$ cat src/rtl/fixed_mul.sv
// ---------------------------------------------------------------------------
// fixed_mul
//
// Unsigned 16.16 x 16.16 fixed-point multiplier built as a radix-2 shift-add
// engine. Each RUN cycle consumes one multiplier bit. The full 32.32 product,
// its 16.16 truncation and an overflow flag are registered on the final
// step, and they hold until the next completion.
//
// Configuration macro:
//   FIXED_MUL_EARLY_EXIT_EN
//     Defined:   RUN also ends as soon as the remaining multiplier bits are
//                all zero. Latency becomes max(1, msb(multiplier)+1) cycles.
//     Undefined: latency is a fixed 32 cycles for every operand pair.
//
// Ports:
//   clk          in   1   single clock, rising edge
//   rstn         in   1   asynchronous active-low reset
//   start        in   1   request, sampled only while idle
//   multiplicand in  32   unsigned 16.16 operand A
//   multiplier   in  32   unsigned 16.16 operand B
//   product      out 64   full raw product A*B (32.32)
//   scaled       out 32   product[47:16], the 16.16 result
//   ovf          out  1   product[63:48] is nonzero
//   busy         out  1   high while a multiplication is running
//   done         out  1   one-cycle completion pulse
// ---------------------------------------------------------------------------
module fixed_mul (
    input  logic        clk,
    input  logic        rstn,
    input  logic        start,
    input  logic [31:0] multiplicand,
    input  logic [31:0] multiplier,
    output logic [63:0] product,
    output logic [31:0] scaled,
    output logic        ovf,
    output logic        busy,
    output logic        done
);

    typedef enum logic {
        IDLE = 1'b0,
        RUN  = 1'b1
    } state_t;

    state_t      r_state;
    logic [63:0] r_acc;
    logic [63:0] r_mcand;
    logic [31:0] r_mplier;
    logic [4:0]  r_count;
    logic [63:0] r_product;
    logic [31:0] r_scaled;
    logic        r_ovf;
    logic        r_busy;
    logic        r_done;

    logic [63:0] w_addend;
    logic [63:0] w_accNext;
    logic [31:0] w_mplierNext;
    logic        w_lastStep;

    // The partial product for this step is the shifted multiplicand when the
    // current multiplier LSB is set, otherwise zero.
    always_comb begin
        w_addend     = r_mplier[0] ? r_mcand : 64'd0;
        w_accNext    = r_acc + w_addend;
        w_mplierNext = r_mplier >> 1;
    end

    // The step counter bounds the run at 32 steps. With early exit enabled,
    // a run also ends once no set multiplier bits remain, because every
    // further step would add zero.
`ifdef FIXED_MUL_EARLY_EXIT_EN
    always_comb begin
        w_lastStep = (r_count == 5'd31) || (w_mplierNext == 32'd0);
    end
`else
    always_comb begin
        w_lastStep = (r_count == 5'd31);
    end
`endif

    // Single sequencing process. IDLE latches the operands on start and
    // clears the working registers. RUN performs one shift-add step per
    // edge and publishes the result on the exit edge. The done pulse
    // defaults low every cycle, so it lasts exactly one cycle. Start
    // is only examined in IDLE, so requests made while running are dropped
    // rather than queued. The result registers change only on the exit edge.
    always_ff @(posedge clk or negedge rstn) begin
        if (!rstn) begin
            r_state   <= IDLE;
            r_acc     <= 64'd0;
            r_mcand   <= 64'd0;
            r_mplier  <= 32'd0;
            r_count   <= 5'd0;
            r_product <= 64'd0;
            r_scaled  <= 32'd0;
            r_ovf     <= 1'b0;
            r_busy    <= 1'b0;
            r_done    <= 1'b0;
        end else begin
            r_done <= 1'b0;
            case (r_state)
                IDLE: begin
                    if (start) begin
                        r_acc    <= 64'd0;
                        r_mcand  <= {32'd0, multiplicand};
                        r_mplier <= multiplier;
                        r_count  <= 5'd0;
                        r_busy   <= 1'b1;
                        r_state  <= RUN;
                    end
                end
                RUN: begin
                    r_acc    <= w_accNext;
                    r_mcand  <= r_mcand << 1;
                    r_mplier <= w_mplierNext;
                    r_count  <= r_count + 5'd1;
                    if (w_lastStep) begin
                        r_product <= w_accNext;
                        r_scaled  <= w_accNext[47:16];
                        r_ovf     <= |w_accNext[63:48];
                        r_busy    <= 1'b0;
                        r_done    <= 1'b1;
                        r_state   <= IDLE;
                    end
                end
                default: begin
                    r_busy  <= 1'b0;
                    r_state <= IDLE;
                end
            endcase
        end
    end

    assign product = r_product;
    assign scaled  = r_scaled;
    assign ovf     = r_ovf;
    assign busy    = r_busy;
    assign done    = r_done;

endmodule

$ cat config.mk
export PLATFORM = sky130hd
export DESIGN_NAME = fixed_mul
export DESIGN_NICKNAME = d
export VERILOG_FILES = /design/src/rtl/fixed_mul.sv
export SDC_FILE = /design/constraint.sdc
export NUM_CORES = 1
export LEC_CHECK = 0
export ABC_AREA = 1
export ABC_CLOCK_PERIOD_IN_PS = 4270
export CAP_MARGIN = 20
export CORE_ASPECT_RATIO = 0.7
export CORE_MARGIN = 2
export CORE_UTILIZATION = 50
export CTS_BUF_LIST = sky130_fd_sc_hd__clkbuf_4 sky130_fd_sc_hd__clkbuf_8 sky130_fd_sc_hd__clkbuf_16
export CTS_CLUSTER_SIZE = 8
export DETAILED_ROUTE_END_ITERATION = 10
export PLACE_DENSITY = 0.81
export REMOVE_ABC_BUFFERS = 1
export SYNTH_ARGS = -nofsm -noshare
export SYNTH_HDL_FRONTEND = slang
export SYNTH_SLANG_ARGS = --single-unit
export TNS_END_PERCENT = 1
$ cat constraint.sdc
create_clock -name clk -period 4.27 [get_ports clk]
set_input_delay 1.0675 -clock clk [delete_from_list [all_inputs] [get_ports clk]]
set_output_delay 1.0675 -clock clk [all_outputs]
set_load 0.01 [all_outputs]
==> results of run 1 <==
==> worst min-delay path: stages (launching register included) <==
cell	delay, ns
dfrtp_1	0.33
nand2_1	0.05
nand3_1	0.07
==> through the flow <==
stage / worst slack [ns] / utilization (%) / setup TNS, ns / hold WS (ns) / std cells
2_1_floorplan: -3.504 / - / -237.72 / 0.4510 / 2177
3_3_place_gp: 0.8245 / 56.93 / 0 / 0.4663 / 2765
3_5_place_dp: 0.8302 / 56.93 / 0 / 0.4729 / 2765
4_1_cts: 0.8190 / 59.98 / 0 / 0.4847 / 2805
5_1_grt: 0.4848 / 60.04 / 0 / 0.4968 / 2806
6_report: 0.6848 / 60.04 / 0 / 0.4810 / 2806
==> Yosys cell counts (all sizes together) (15+ instances only) <==
master,n
xor2,19
o21ai,134
xnor2,27
inv,419
buf,38
nand3,76
dfrtp,233
nor2,114
a31oi,17
o22ai,32
clkbuf,57
nand2,934
ha,65
a21oi,43
nor3,15
==> cell type report <==
cell class	instances	share of cell area (%)
Tap cell	412	2.858
Inverter	421	8.761
Multi-Input combinational cell	1523	41.00
Clock inverter	2	0.09711
Clock buffer	38	4.981
Sequential cell	233	32.34
Timing Repair Buffer	177	9.961
==> layer usage <==
| metal | up-vias | track usage, % | part of all wire [%] |
|---|---|---|---|
| met3 | 58 | 6.738 | 8.8 |
| met2 | 479 | 40.29 | 38 |
| met5 | - | 0 | 0 |
| met4 | 0 | 5.035 | 1.3 |
| li1 | 7123 | - | - |
| met1 | 6667 | 47.10 | 52 |
==> power breakdown <==
group	switching (mW)	leakage (nW)	internal, mW
Sequential	0.700	2.99	3.18
Clock	0.936	0.454	1.47
Combinational	3.48	6.33	2.14
==> kinds of logic after synthesis <==
group / Yosys count
simple gates: 1157
xor+xnor: 46
flops: 233
fa+ha+maj: 66
compound gates: 254
buf+inv: 516
==> path summary, 6_finish.rpt <==
| path | startpoint | to | slack [ns] |
|---|---|---|---|
| hold / removal | r_mplier[1]$_DFFE_PN0P_ | r_mplier[0]$_DFFE_PN0P_ | 0.48 |
| setup / recovery | r_mplier[0]$_DFFE_PN0P_ | ovf$_DFFE_PN0P_ | 0.68 |
| max in group asynchronous | rstn | r_count[0]$_DFFE_PN0P_ | 2.79 |
| min in group asynchronous | rstn | r_acc[44]$_DFFE_PN0P_ | 0.59 |
| setup reg to reg | r_mplier[0]$_DFFE_PN0P_ | ovf$_DFFE_PN0P_ | 0.68 |
| hold reg to reg | r_mplier[1]$_DFFE_PN0P_ | r_mplier[0]$_DFFE_PN0P_ | 0.48 |
==> state kept, by name (all words and copies together), names as in the netlist <==
name	flops
product	64
ovf	1
r_mplier	32
busy	1
r_count	5
done	1
r_state	1
r_acc	64
r_mcand	64
==> layout by cell type (no fill, tap or decap), types with 3 or more instances in the layout <==
cell type        instances
nand2_1                906
inv_1                  398
dfrtp_1                231
clkdlybuf4s50_1        164
o21ai_0                134
nor2_1                  88
nand3_1                 73
ha_1                    65
a21oi_1                 41
clkbuf_16               35
o22ai_1                 32
xnor2_1                 27
nand2_2                 26
inv_2                   22
nor2_2                  21
xor2_1                  19
a31oi_1                 17
o211ai_1                10
and3_1                   9
a22oi_1                  9
nor3_1                   9
buf_4                    8
nor2_4                   5
o221ai_1                 5
nand4_1                  5
nor3_2                   4
buf_12                   4
nand3_2                  3
clkbuf_4                 3
==> impl_metrics.ini, run 1 <==
[pwr]
fin_total_pwr_mw = 11.90
p_per_area_nw_per_um2 = 659.9
ir_drop_uv = 395.2
p_leak_nw = 9.771

[clock_tree]
cts_sinks = 233
cts_setup_buffers = 0
cts_buffers = 35
cts_resized = 0
worstSkewPairLatency_ns = 0.51
cts_buffer_depth = 3
cts.clk_slew.worst_paths_ns = 0.05
htree_levels = 2
cts_root_buffer = clkbuf_16
postCtsHoldBufs = 0
cts_tree = done

[route]
drt_iter0_drc = 1380
drc = 0
wirelength_um = 46070
ant_nets = 0
routed-via-count = 14330
dr.pass1.iters = 5
vias_per_cell = 5.106
routedWlPerCell_um = 16.42

[worst_setup_path]
worstPathArrival_ns = 3.98
slowest_delay_ns = 0.78
ff2ff_path_depth = 21
path_cells = buf_4, nand2_1, inv_1, ha_1, nand2_1, nand2_1, o21bai_1, inv_1, nand2_1, inv_1, nand2_1, a21oi_1, nand2_1, nand2_1, nand2_1, nor2_1, nand2_1, nor2_1, nand2_1, nand2_1, nand2_1
cp-start-kind = register
critPathBufInv = 4
path_max_fanout = 30
critical_path_class = register to register
slowest_stage = dfrtp_2
end_kind = register
path_delay_family = simple AND/OR/NAND/NOR gates
cp_data_required_time_ns = 4.67
path_depth = 21
critical_path.most_common_cell = nand2_1

[final_layout]
postLayoutCellArea_sq_um = 18040
regArea_sq_um = 5833
n_antenna_cell = 0
n_fill_cell = 2837
drive_gt1_share_pct = 6.015
layout.nets = 2524
area_growth_pct = 18.13
multi_input_comb_area_sq_um = 7396

[run]
max-cap-violations = 0

[synthesis]
synth_area_leader_cell = dfrtp_1
syn-instance-count = 2272
synthAdderAreaFrac_pct = 5.457
synth_top_area_share_pct = 38.18
synth-async-reset-ratio_pct = 100.0
ys_ff_latch = 233
yosys.area_share.simple_pct = 30.95
synth.distinct_cells = 38
synth_seq_area_share_pct = 38.18
yosys_warnings = 0
avgSynthCellArea_sq_um = 6.721
synth-compound-area-share_pct = 9.292
synth-main-ff-cell = dfrtp_1
synth.area.mux_share_pct = 0
netlist_area_sq_um = 15270
synth.area.top_cells = dfrtp_1 (38%), nand2_1 (22%), inv_1 (9.8%), ha_1 (5.3%), o21ai_0 (4.4%)
synth_edf_count = 0
synth_top_family_by_area = simple AND/OR/NAND/NOR gates
synth-xor-area-share_pct = 2.638

[min_path]
min_path_type = register to register
hold_depth = 2

[placed_design]
gp_routability_congestion = 1.001
io_buffers = 165
dp_hpwl_um = 35280
dpl_cell_area_sq_um = 17100

[floorplanning]
die_y_um = 150.2
design.core.area_sq_um = 30040
pin_count = 166
die_area_sq_um = 31980
die_w_um = 212.9
rows = 53
start_util_pct = 50.83

[timing]
hold_violations = 0
finalCriticalPeriod_ns = 3.585
rsz0062_at_grt = false
finalSetupViolCount = 0
slew_violations = 0
slew_headroom_pct = 25.58
skew_ns = 0.01900
fmax_ghz = 0.2789
finalCritPeriodShare_pct = 83.96
tightest_slew_ns = 1.116

[grt]
overflow = 0
grt.total_usage_pct = 29.47
grt_pass1_vias = 13500
grt_pass1_wl_um = 73230
antenna_found_initial = 0
grt_max_degree = 108

[status]
status = finished clean
Note: power is estimated with default switching activity, not from simulation.
==> run 2, diff against run 1 <==
Settings changed: ABC_CLOCK_PERIOD_IN_PS 4270 to 3600.
Clock period 4.27 ns to 3.6 ns, I/O delays scaled along.
==> impl_metrics.ini, run 2 (synthesized netlist as in run 1, its figures left out) <==
[timing]
hold_violations = 0
fmax_ghz = 0.3078
rsz0062_at_grt = false
skew_ns = 0.03677
tightest_slew_ns = 0.7186
slew_violations = 0
finalCritPeriodShare_pct = 90.26
finalCriticalPeriod_ns = 3.249
slew_headroom_pct = 51.87
hold_slack_ns = 0.3194
finalSetupViolCount = 0

[route]
drt_iter0_drc = 1312
vias_per_cell = 5.157
drc = 0
m1WireLength_um = 24200
highest_layer = met4
ant_nets = 0
dr.pass1.iters = 6
met3_wirelength_um = 4504
routedWlPerCell_um = 17.03
wirelength_um = 47950
dr_wl_met2_um = 18490
routed-via-count = 14520

[clock_tree]
cts_buffers = 35
cts_root_buffer = clkbuf_16
postCtsHoldBufs = 0
cts_setup_buffers = 0
cts_sinks = 233
htree_levels = 2
cts.clk_slew.worst_paths_ns = 0.06
worstSkewPairLatency_ns = 0.53
cts_tree = done
cts_buffer_depth = 3
cts_resized = 0

[pwr]
ir_drop_uv = 467.7
fin_total_pwr_mw = 14.33
p_leak_nw = 9.843
p_per_area_nw_per_um2 = 788.4

[final_layout]
postLayoutCellArea_sq_um = 18180
layout_commonest_cell = nand2_1
layout.nets = 2533
drive_gt1_share_pct = 6.406
n_antenna_cell = 0
area_growth_pct = 19.05
n_fill_cell = 2794
final_cell_mix = nand2_1 (906), inv_1 (398), dfrtp_1 (231), clkdlybuf4s50_1 (164), o21ai_0 (134)

[placed_design]
dp_hpwl_um = 36840
gp_routability_congestion = 0.9914
io_buffers = 165
dpl_cell_area_sq_um = 17190

[worst_setup_path]
reg2reg_from = r_mplier[0]$_DFFE_PN0P_
path_max_fanout = 36
cp-start-kind = register
end_kind = register
cp_data_required_time_ns = 4.03
critical_path_class = register to register
r2r_setup_slack_ns = 0.35
worstPathArrival_ns = 3.68
ff2ff_path_depth = 22
r2r-end = ovf$_DFFE_PN0P_

[grt]
grt.total_usage_pct = 30.95
overflow = 0
grt_pass1_wl_um = 76130
grt_pass1_vias = 13780
antenna_found_initial = 0
grt_max_degree = 108

[status]
status = finished clean

[floorplanning]
die_w_um = 212.9
rows = 53
die_area_sq_um = 31980
design.core.area_sq_um = 30040
start_util_pct = 50.83
die_y_um = 150.2
pin_count = 166

[run]
max-cap-violations = 0

[min_path]
min_path_type = input port to asynchronous set/reset pin
-- run 2: cell types whose count changed in the layout (fill, tap and decap cells not counted) --
cell,delta
buf_4,+7
clkbuf_16,+2
buf_12,+1
buf_16,+1
inv_6,-1
-- run 2: worst max path at each step --
stage	start	end	slack, ns	cells after the start
2_1_floorplan	r_state$_DFF_PN0_	r_mcand[13]$_DFFE_PN0P_	-4.17	3
3_3_place_gp	r_mplier[0]$_DFFE_PN0P_	ovf$_DFFE_PN0P_	0.38	19
3_5_place_dp	r_mplier[0]$_DFFE_PN0P_	ovf$_DFFE_PN0P_	0.46	22
4_1_cts	r_mplier[0]$_DFFE_PN0P_	ovf$_DFFE_PN0P_	0.46	22
5_1_grt	r_mplier[0]$_DFFE_PN0P_	ovf$_DFFE_PN0P_	0.10	22
6_report	r_mplier[0]$_DFFE_PN0P_	ovf$_DFFE_PN0P_	0.35	22
-- run 2: worst max-delay path, stage by stage (launching register included) --
cell	delay [ns]
dfrtp_2	0.35
buf_4	0.36
nand2_1	0.09
inv_1	0.08
ha_1	0.28
nand2_2	0.14
inv_1	0.05
nand2_1	0.06
nand2_1	0.11
inv_1	0.09
nand3_2	0.13
nand2_1	0.09
nand3_1	0.35
nand2_1	0.22
nand2_1	0.07
nand2_1	0.07
nand2_1	0.06
nor2_1	0.15
nand2_1	0.09
nor2_2	0.13
nand2_1	0.06
nand2_1	0.05
nand2_1	0.05
-- run 2: stage by stage --
step / cells / setup slack, ns / setup TNS (ns) / utilization, %
after floorplan: 2177 / -4.174 / -348.39 / -
after global placement: 2774 / 0.3785 / 0 / 57.24
after detailed placement: 2774 / 0.4614 / 0 / 57.24
after CTS: 2815 / 0.4577 / 0 / 60.42
after global routing: 2816 / 0.1019 / 0 / 60.51
final: 2816 / 0.3508 / 0 / 60.51
-- run 2: power by group --
group,switching [mW],internal (mW)
combinational,4.23,2.57
clock,1.16,1.83
sequential,0.780,3.77
-- run 2: area by class of cell --
type / instances / area [sq um] / share of cell area [%]
Inverter: 421 / 1580 / 8.693
Clock buffer: 40 / 948.4 / 5.217
Clock inverter: 1 / 8.758 / 0.04818
Tap cell: 412 / 515.5 / 2.836
Multi-Input combinational cell: 1523 / 7396 / 40.68
Sequential cell: 233 / 5833 / 32.09
Timing Repair Buffer: 186 / 1897 / 10.43
-- run 2: routing by layer --
metal  vias to the layer above  track usage (%)
met5                         -                0
met3                        65            7.092
met1                      6791            49.42
li1                       7142                -
met2                       524            41.86
met4                         0            6.259
